<file path="src/rtl/axi_lite_seq_pkg.sv">
// rtl/axi_lite_seq_pkg.sv - shared types and constants for the AXI4-Lite command sequencer
//
// Purpose : command record, sequencer state encoding and response codes.
//           SEQ_DATA_WIDTH / SEQ_ADDRESS fix the cmd_t field widths and must
//           equal the DATA_WIDTH / ADDRESS parameters of the sequencer top.
package axi_lite_seq_pkg;

    localparam int SEQ_DATA_WIDTH = 32;
    localparam int SEQ_ADDRESS    = 32;

    localparam logic [1:0] RESP_OKAY   = 2'b00;
    localparam logic [1:0] RESP_SLVERR = 2'b10;

    typedef struct packed {
        logic                      write;
        logic [SEQ_ADDRESS-1:0]    addr;
        logic [SEQ_DATA_WIDTH-1:0] wdata;
    } cmd_t;

    typedef enum logic [2:0] {
        IDLE,
        ISSUE,
        WAIT_B,
        WAIT_R,
        RESP
    } state_t;

endpackage

</file>
<file path="src/rtl/axi_lite_cmd_sequencer_if.sv">
// rtl/axi_lite_cmd_sequencer_if.sv - client, top-side and snoop signals of the command sequencer
//
// Purpose : bundles every non-clock port of axi_lite_cmd_sequencer.
// Signals : cmd_*      client command push (valid/ready)
//           read_s, write_s, address, W_data   start pulse + operands to the AXI top
//           M_B*, M_R* snooped B/R channel handshakes
//           rsp_*      response return (valid/ready), busy status
// Modports: slave  - the sequencer view
//           master - the client / environment view
interface axi_lite_cmd_sequencer_if #(
    parameter int DATA_WIDTH = 32,
    parameter int ADDRESS    = 32
);
    logic                  cmd_valid;
    logic                  cmd_ready;
    logic                  cmd_write;
    logic [ADDRESS-1:0]    cmd_addr;
    logic [DATA_WIDTH-1:0] cmd_wdata;

    logic                  read_s;
    logic                  write_s;
    logic [ADDRESS-1:0]    address;
    logic [DATA_WIDTH-1:0] W_data;

    logic                  M_BVALID;
    logic                  M_BREADY;
    logic [1:0]            M_BRESP;
    logic                  M_RVALID;
    logic                  M_RREADY;
    logic [DATA_WIDTH-1:0] M_RDATA;
    logic [1:0]            M_RRESP;

    logic                  rsp_valid;
    logic                  rsp_ready;
    logic                  rsp_write;
    logic [DATA_WIDTH-1:0] rsp_data;
    logic [1:0]            rsp_resp;
    logic                  busy;

    modport slave (
        input  cmd_valid, cmd_write, cmd_addr, cmd_wdata,
        input  M_BVALID, M_BREADY, M_BRESP, M_RVALID, M_RREADY, M_RDATA, M_RRESP,
        input  rsp_ready,
        output cmd_ready, read_s, write_s, address, W_data,
        output rsp_valid, rsp_write, rsp_data, rsp_resp, busy
    );

    modport master (
        output cmd_valid, cmd_write, cmd_addr, cmd_wdata,
        output M_BVALID, M_BREADY, M_BRESP, M_RVALID, M_RREADY, M_RDATA, M_RRESP,
        output rsp_ready,
        input  cmd_ready, read_s, write_s, address, W_data,
        input  rsp_valid, rsp_write, rsp_data, rsp_resp, busy
    );
endinterface

</file>
<file path="src/rtl/axi_lite_cmd_fifo.sv">
// rtl/axi_lite_cmd_fifo.sv - synchronous FIFO of cmd_t entries
//
// Purpose : command buffer between the client and the sequencer FSM.
// Ports   : clk, rst (sync active-high)
//           push, push_data          write one entry (ignored when full)
//           pop, pop_data            head entry (combinational), pop advances it (ignored when empty)
//           full, empty, count       occupancy, count is clog2(DEPTH)+1 bits
import axi_lite_seq_pkg::*;

module axi_lite_cmd_fifo #(
    parameter int DEPTH = 4
) (
    input  logic                     clk,
    input  logic                     rst,
    input  logic                     push,
    input  cmd_t                     push_data,
    input  logic                     pop,
    output cmd_t                     pop_data,
    output logic                     full,
    output logic                     empty,
    output logic [$clog2(DEPTH):0]   count
);
    localparam int PW = $clog2(DEPTH);

    cmd_t          r_mem [DEPTH];
    logic [PW-1:0] r_wr_ptr;
    logic [PW-1:0] r_rd_ptr;
    logic [PW:0]   r_count;
    logic          w_push;
    logic          w_pop;

    assign full     = (r_count == (PW+1)'(DEPTH));
    assign empty    = (r_count == '0);
    assign count    = r_count;
    assign pop_data = r_mem[r_rd_ptr];
    assign w_push   = push && !full;
    assign w_pop    = pop && !empty;

    // Storage carries no reset; only pointers/count define validity.
    always_ff @(posedge clk) begin
        if (w_push) begin
            r_mem[r_wr_ptr] <= push_data;
        end
    end

    // Pointers are exactly PW bits so they wrap modulo DEPTH for free.
    always_ff @(posedge clk) begin
        if (rst) begin
            r_wr_ptr <= '0;
            r_rd_ptr <= '0;
            r_count  <= '0;
        end else begin
            if (w_push) r_wr_ptr <= r_wr_ptr + 1'b1;
            if (w_pop)  r_rd_ptr <= r_rd_ptr + 1'b1;
            case ({w_push, w_pop})
                2'b10:   r_count <= r_count + 1'b1;
                2'b01:   r_count <= r_count - 1'b1;
                default: r_count <= r_count;
            endcase
        end
    end
endmodule

</file>
<file path="src/rtl/axi_lite_cmd_sequencer.sv">
// rtl/axi_lite_cmd_sequencer.sv - queues client commands and issues them one at a time to the AXI4-Lite top
//
// Purpose : buffers commands, pulses read_s/write_s with address/W_data held,
//           snoops B/R handshakes for completion and returns one response per command.
// Ports   : ACLK, ARESET (sync active-high)
//           bus   axi_lite_cmd_sequencer_if.slave (client, top-side, snoop, response)
//           stat_wr_cnt, stat_rd_cnt, stat_err_cnt  only with AXI_LITE_SEQ_STATS_EN
// Macro   : AXI_LITE_SEQ_STATS_EN adds saturating accepted-response counters.
import axi_lite_seq_pkg::*;

module axi_lite_cmd_sequencer #(
    parameter int DATA_WIDTH = 32,
    parameter int ADDRESS    = 32,
    parameter int FIFO_DEPTH = 4
) (
    input  logic                            ACLK,
    input  logic                            ARESET,
    axi_lite_cmd_sequencer_if.slave         bus
`ifdef AXI_LITE_SEQ_STATS_EN
    ,
    output logic [15:0]                     stat_wr_cnt,
    output logic [15:0]                     stat_rd_cnt,
    output logic [15:0]                     stat_err_cnt
`endif
);
    state_t                    r_state;
    state_t                    w_next;
    cmd_t                      r_cmd;
    cmd_t                      w_push_cmd;
    cmd_t                      w_head;
    logic                      w_full;
    logic                      w_empty;
    logic [$clog2(FIFO_DEPTH):0] w_count;
    logic                      w_push;
    logic                      w_pop;
    logic                      w_b_hs;
    logic                      w_r_hs;
    logic                      w_rsp_accept;
    logic                      r_rsp_write;
    logic [DATA_WIDTH-1:0]     r_rsp_data;
    logic [1:0]                r_rsp_resp;

    assign w_push     = bus.cmd_valid && !w_full;
    assign w_push_cmd = '{write: bus.cmd_write, addr: bus.cmd_addr, wdata: bus.cmd_wdata};
    assign w_b_hs     = bus.M_BVALID && bus.M_BREADY;
    assign w_r_hs     = bus.M_RVALID && bus.M_RREADY;
    assign w_rsp_accept = (r_state == RESP) && bus.rsp_ready;

    axi_lite_cmd_fifo #(.DEPTH(FIFO_DEPTH)) u_fifo (
        .clk       (ACLK),
        .rst       (ARESET),
        .push      (w_push),
        .push_data (w_push_cmd),
        .pop       (w_pop),
        .pop_data  (w_head),
        .full      (w_full),
        .empty     (w_empty),
        .count     (w_count)
    );

    always_comb begin
        w_next = r_state;
        w_pop  = 1'b0;
        case (r_state)
            IDLE: begin
                if (!w_empty) begin
                    w_next = ISSUE;
                    w_pop  = 1'b1;
                end
            end
            ISSUE:  w_next = r_cmd.write ? WAIT_B : WAIT_R;
            WAIT_B: if (w_b_hs) w_next = RESP;
            WAIT_R: if (w_r_hs) w_next = RESP;
            RESP: begin
                // Back-to-back: the next head is popped on the accept cycle itself.
                if (bus.rsp_ready) begin
                    if (!w_empty) begin
                        w_next = ISSUE;
                        w_pop  = 1'b1;
                    end else begin
                        w_next = IDLE;
                    end
                end
            end
            default: w_next = IDLE;
        endcase
    end

    always_ff @(posedge ACLK) begin
        if (ARESET) begin
            r_state     <= IDLE;
            r_cmd       <= '0;
            r_rsp_write <= 1'b0;
            r_rsp_data  <= '0;
            r_rsp_resp  <= '0;
        end else begin
            r_state <= w_next;
            if (w_pop) r_cmd <= w_head;
            if ((r_state == WAIT_B) && w_b_hs) begin
                r_rsp_write <= 1'b1;
                r_rsp_data  <= '0;
                r_rsp_resp  <= bus.M_BRESP;
            end
            if ((r_state == WAIT_R) && w_r_hs) begin
                r_rsp_write <= 1'b0;
                r_rsp_data  <= bus.M_RDATA;
                r_rsp_resp  <= bus.M_RRESP;
            end
        end
    end

    assign bus.cmd_ready = !w_full;
    assign bus.write_s   = (r_state == ISSUE) &&  r_cmd.write;
    assign bus.read_s    = (r_state == ISSUE) && !r_cmd.write;
    assign bus.address   = r_cmd.addr;
    assign bus.W_data    = r_cmd.wdata;
    assign bus.rsp_valid = (r_state == RESP);
    assign bus.rsp_write = r_rsp_write;
    assign bus.rsp_data  = r_rsp_data;
    assign bus.rsp_resp  = r_rsp_resp;
    assign bus.busy      = !w_empty || (r_state != IDLE);

`ifdef AXI_LITE_SEQ_STATS_EN
    logic [15:0] r_stat_wr;
    logic [15:0] r_stat_rd;
    logic [15:0] r_stat_err;

    always_ff @(posedge ACLK) begin
        if (ARESET) begin
            r_stat_wr  <= '0;
            r_stat_rd  <= '0;
            r_stat_err <= '0;
        end else if (w_rsp_accept) begin
            if (r_rsp_write  && (r_stat_wr  != 16'hFFFF)) r_stat_wr  <= r_stat_wr  + 16'd1;
            if (!r_rsp_write && (r_stat_rd  != 16'hFFFF)) r_stat_rd  <= r_stat_rd  + 16'd1;
            if ((r_rsp_resp != RESP_OKAY) && (r_stat_err != 16'hFFFF)) r_stat_err <= r_stat_err + 16'd1;
        end
    end

    assign stat_wr_cnt  = r_stat_wr;
    assign stat_rd_cnt  = r_stat_rd;
    assign stat_err_cnt = r_stat_err;
`else
    logic w_unused;
    assign w_unused = w_rsp_accept ^ (|w_count) ^ (|RESP_SLVERR);
`endif
endmodule

</file>
<file path="src/flat_wrapper.sv">
// flat-port wrapper written by rule: the top's interface ports become plain ports
module axi_lite_cmd_sequencer_flat 
#(
    parameter int DATA_WIDTH = 32,
    parameter int ADDRESS    = 32,
    parameter int FIFO_DEPTH = 4
)
  (ACLK, ARESET, bus_cmd_valid, bus_cmd_write, bus_cmd_addr, bus_cmd_wdata, bus_M_BVALID, bus_M_BREADY, bus_M_BRESP, bus_M_RVALID, bus_M_RREADY, bus_M_RDATA, bus_M_RRESP, bus_rsp_ready, bus_cmd_ready, bus_read_s, bus_write_s, bus_address, bus_W_data, bus_rsp_valid, bus_rsp_write, bus_rsp_data, bus_rsp_resp, bus_busy);
  axi_lite_cmd_sequencer_if #(.DATA_WIDTH(DATA_WIDTH), .ADDRESS(ADDRESS)) bus_i ();
  input  logic ACLK;
  input  logic ARESET;
  input wire logic [$bits(bus_i.cmd_valid)-1:0] bus_cmd_valid;
  input wire logic [$bits(bus_i.cmd_write)-1:0] bus_cmd_write;
  input wire logic [$bits(bus_i.cmd_addr)-1:0] bus_cmd_addr;
  input wire logic [$bits(bus_i.cmd_wdata)-1:0] bus_cmd_wdata;
  input wire logic [$bits(bus_i.M_BVALID)-1:0] bus_M_BVALID;
  input wire logic [$bits(bus_i.M_BREADY)-1:0] bus_M_BREADY;
  input wire logic [$bits(bus_i.M_BRESP)-1:0] bus_M_BRESP;
  input wire logic [$bits(bus_i.M_RVALID)-1:0] bus_M_RVALID;
  input wire logic [$bits(bus_i.M_RREADY)-1:0] bus_M_RREADY;
  input wire logic [$bits(bus_i.M_RDATA)-1:0] bus_M_RDATA;
  input wire logic [$bits(bus_i.M_RRESP)-1:0] bus_M_RRESP;
  input wire logic [$bits(bus_i.rsp_ready)-1:0] bus_rsp_ready;
  output wire logic [$bits(bus_i.cmd_ready)-1:0] bus_cmd_ready;
  output wire logic [$bits(bus_i.read_s)-1:0] bus_read_s;
  output wire logic [$bits(bus_i.write_s)-1:0] bus_write_s;
  output wire logic [$bits(bus_i.address)-1:0] bus_address;
  output wire logic [$bits(bus_i.W_data)-1:0] bus_W_data;
  output wire logic [$bits(bus_i.rsp_valid)-1:0] bus_rsp_valid;
  output wire logic [$bits(bus_i.rsp_write)-1:0] bus_rsp_write;
  output wire logic [$bits(bus_i.rsp_data)-1:0] bus_rsp_data;
  output wire logic [$bits(bus_i.rsp_resp)-1:0] bus_rsp_resp;
  output wire logic [$bits(bus_i.busy)-1:0] bus_busy;
  assign bus_i.cmd_valid = bus_cmd_valid;
  assign bus_i.cmd_write = bus_cmd_write;
  assign bus_i.cmd_addr = bus_cmd_addr;
  assign bus_i.cmd_wdata = bus_cmd_wdata;
  assign bus_i.M_BVALID = bus_M_BVALID;
  assign bus_i.M_BREADY = bus_M_BREADY;
  assign bus_i.M_BRESP = bus_M_BRESP;
  assign bus_i.M_RVALID = bus_M_RVALID;
  assign bus_i.M_RREADY = bus_M_RREADY;
  assign bus_i.M_RDATA = bus_M_RDATA;
  assign bus_i.M_RRESP = bus_M_RRESP;
  assign bus_i.rsp_ready = bus_rsp_ready;
  assign bus_cmd_ready = bus_i.cmd_ready;
  assign bus_read_s = bus_i.read_s;
  assign bus_write_s = bus_i.write_s;
  assign bus_address = bus_i.address;
  assign bus_W_data = bus_i.W_data;
  assign bus_rsp_valid = bus_i.rsp_valid;
  assign bus_rsp_write = bus_i.rsp_write;
  assign bus_rsp_data = bus_i.rsp_data;
  assign bus_rsp_resp = bus_i.rsp_resp;
  assign bus_busy = bus_i.busy;
  axi_lite_cmd_sequencer #(.DATA_WIDTH(DATA_WIDTH), .ADDRESS(ADDRESS), .FIFO_DEPTH(FIFO_DEPTH)) u_core (.ACLK(ACLK), .ARESET(ARESET), .bus(bus_i));
endmodule
</file>
<file path="config.mk">
export PLATFORM = sky130hd
export DESIGN_NAME = axi_lite_cmd_sequencer_flat
export DESIGN_NICKNAME = d
export VERILOG_FILES = /design/src/rtl/axi_lite_seq_pkg.sv /design/src/rtl/axi_lite_cmd_sequencer_if.sv /design/src/rtl/axi_lite_cmd_fifo.sv /design/src/rtl/axi_lite_cmd_sequencer.sv /design/src/flat_wrapper.sv
export SDC_FILE = /design/constraint.sdc
export NUM_CORES = 1
export LEC_CHECK = 0
export ABC_AREA = 1
export CAP_MARGIN = 20
export CELL_PAD_IN_SITES_DETAIL_PLACEMENT = 1
export CELL_PAD_IN_SITES_GLOBAL_PLACEMENT = 2
export CORE_MARGIN = 2
export CORE_UTILIZATION = 31
export CTS_BUF_LIST = sky130_fd_sc_hd__clkbuf_2
export DETAILED_ROUTE_END_ITERATION = 7
export PLACE_DENSITY_LB_ADDON = 0.05
export SLEW_MARGIN = 20
export SYNTH_ARGS = -nofsm -noshare
export SYNTH_HDL_FRONTEND = slang
export SYNTH_SLANG_ARGS = --single-unit
</file>
<file path="constraint.sdc">
create_clock -name ACLK -period 4.3 [get_ports ACLK]
set_input_delay 0.645 -clock ACLK [delete_from_list [all_inputs] [get_ports ACLK]]
set_output_delay 0.645 -clock ACLK [all_outputs]
set_load 0.01 [all_outputs]
</file>
==> results.toml <==
[status]
status = "completed"

[route]
drt_drc_violations_left = 0
route.vias.total = 10100
drt_iter0_drc = 392
postRouteAntennaNets = 0
detail_route.first_pass.iterations = 4
highest-signal-layer = "met5"
met3WireLength_um = 2150
vias_per_cell = 4.55
detail_route.wirelength_um = 38900
wl_met1_um = 17200
drt-wirelength-per-cell_um = 17.6
met2WireLength_um = 18600

[pwr]
power_density_over_cell_area_mw_per_mm2 = 573
power.static_leakage_nw = 6.39
comb_power_share = 0.303
power.ir.vdd_worst_mv = 0.373
share_seq_of_total_power = 0.455
post-layout-total-power_mw = 10.2
netSwitchingPower_mw = 3.77
power.share.switching = 0.369
clock_power_share = 0.242
p_int_mw = 6.46

[timing]
worst_slew_margin_rel = 0.328
fmax_ghz = 0.314
fin_worst_skew_ps = 70.6
setup_viol = 0
drv_slew = 0
final.min_clock_period_ps = 3190
rsz0062_at_grt = "no"
timing.final.hold_violations = 0
layout_worst_path_cycle_share = 0.741
timing_worst_slew_pin_value_ps = 1010
setup_tns_ps = 0

[worst_hold_path]
timing.hold.worst.class = "in -> reg"

[logic_synthesis]
synth.yosys.seq_area_share = 0.690
post_synth_instance_area_mm2 = 0.0145
synthesis.area_per_instance_um2 = 11.1
ys_seq_elements = 370
syn_inst = 1301
yosys_warns = 0
netlist-cell-type-count = 29
synth_nets = 1416

[setup_path]
critPathKind = "reg -> out"
buffering_stage_count_on_the_worst_path_with_inverters_included = 3
worstSetupStartpointType = "flip-flop"
cp_top_family = "buffers and inverters"
timing.critical_path.to_type = "output pin"
critPathMaxFanout = 5
worstPathRequired_ps = 3650
cpPeakStageDelay_ps = 580
cp_slowest_cell = "clkdlybuf4s50_1"
critPathArrivalTime_ps = 2540
crit_path_frequent_cell = "inv_1"
cp_cell_sequence = "inv_1 -> nor3_1 -> nand2_1 -> inv_1 -> clkdlybuf4s50_1"

[floorplan]
floorplan.core_area_mm2 = 0.0464
floorplan.die.height_um = 220
dieWidth_um = 220
initial_cell_density_of_the_core = 0.313
fp.dieArea_mm2 = 0.0485
placement_rows = 79
design.portCount = 213

[job]
maximum_capacitance_violations = 0

[placed_design]
placement.io_buffers = 212
finalWeightedCongestion = 0.671
detailed_place_hpwl_um = 21400
dpl.cell_count = 1998

[global_routing]
global_route.overflow_total = 0
grt_pass1_vias = 10700
groute.usage.overall = 0.162
wire_length_of_the_first_global_routing_pass_um = 60100
antenna_found_initial = 6
pin_count_of_the_biggest_net_entering_global_routing = 90

[final_layout]
nNetsFinal = 1636
layout_common_cells = "nor2_1, edfxtp_1, o21ai_0"
layout.cells.most_common = "nor2_1"
drive_gt1_frac = 0.134
area_delta_synth_final_pct = 23.2
post_layout_nonfiller_instances = 2212

[clock_tree]
clkSinkCount = 370
clock_insertion_delay_worst_skew_ps = 1050
clock_tree.htree_level_count = 3
cts_buffers = 102
clkTransAtPathRegs_ps = 100
maximum_count_of_clock_buffers_along_a_single_path = 3
cts_tree = "built"
ctsRootBufferMaster = "clkbuf_2"
cts_setup_buffers = 0
==> cell families (layout without fill, tap and decap cells) <==
family          count (synthesis)  count (layout)  synth area share
xor+xnor                        1               1          0.000604
buf+inv                       173             475            0.0714
simple gates                  438             438             0.120
fa+ha+maj                       6               6           0.00570
compound gates                313             313             0.112
other cells                     0               2                 0
flops                         370             370             0.690
==> metal layers <==
metal	vias up	track usage
met4	8	0.0669
met2	206	0.270
li1	4920	-
met3	83	0.0445
met1	4854	0.199
met5	-	0
==> stage by stage <==
stage	hold WS, ps	worst slack (ps)	area [um2]	util
floorplan	444	274	14500	-
global placement	453	1400	16700	0.360
detailed placement	463	1440	16700	0.360
CTS	0.686	867	17900	0.385
global route	68.5	851	17900	0.385
finish	193	1110	17900	0.385
==> final timing paths <==
kind | startpoint | end | slack [ps] | depth (start not counted)
setup reg to reg | u_core.u_fifo.r_rd_ptr[0] | u_core.bus.W_data[16] | 1800 | 8
hold reg to reg | u_core.bus.rsp_write | u_core.bus.rsp_write | 470 | 2
setup / recovery | u_core.r_state[0] | bus_read_s | 1110 | 5
hold / removal | bus_M_RDATA[25] | u_core.bus.rsp_data[25] | 190 | 3
==> synthesized netlist by cell type (all sizes together) <==
cell    instances  share of area
ha              5         0.0043
nor2          337          0.088
xor2            1        0.00060
a21oi          42          0.017
nor4            1        0.00043
edfxtp        260           0.54
fa              1         0.0014
clkbuf         36         0.0094
a211oi          1        0.00052
nor3            2         0.0015
dfxtp         110           0.15
inv            30         0.0078
buf           107          0.054
o21ai         269          0.093
o211ai          1         0.0015
nand3          41          0.015
nand4           1        0.00086
nand2          56          0.015
==> sequential cells by signal (all words and copies together), names as in the netlist <==
signal / flops
u_core.u_fifo.r_wr_ptr: 2
u_core.u_fifo.r_rd_ptr: 2
u_core.u_fifo.r_mem: 260
u_core.bus.rsp_resp: 2
u_core.u_fifo.count: 3
u_core.r_cmd: 1
u_core.bus.rsp_data: 32
u_core.bus.rsp_write: 1
u_core.r_state: 3
u_core.bus.address: 32
u_core.bus.W_data: 32
==> area by class of cell <==
cell class | instances | area, um2
sequential | 370 | 10000
antenna | 2 | 5.00
timing repair buffer | 259 | 2580
multi-input combinational | 758 | 3480
clock buffer | 163 | 816
fill | 5187 | 28500
tap | 607 | 759
clock inverter | 23 | 91.3
inverter | 30 | 115
==> power by group through the flow <==
stage | sequential [mW] | clock (mW) | combinational, mW
finish | 4.65 | 2.47 | 3.10
global route | 4.72 | 2.81 | 3.57
CTS | 4.67 | 2.64 | 3.23
detailed placement | 4.75 | 0 | 3.19
global placement | 4.74 | 0 | 3.17
floorplan | 4.59 | 0 | 2.28
==> worst reg2reg max path, cell delays in order, from the launching register on <==
cell	delay, ps
dfxtp_4	580
buf_4	540
buf_4	610
nor2_1	170
nor2_1	110
o21ai_0	110
o21ai_1	160
nor2_1	60
nor2_1	130
==> timing repair <==
action	CTS	global route
resized for setup	0	0
hold buffers	26	0
endpoints found under the hold margin	26	0
endpoints found under the setup margin	0	0
Power figures use the tool's default switching activity.
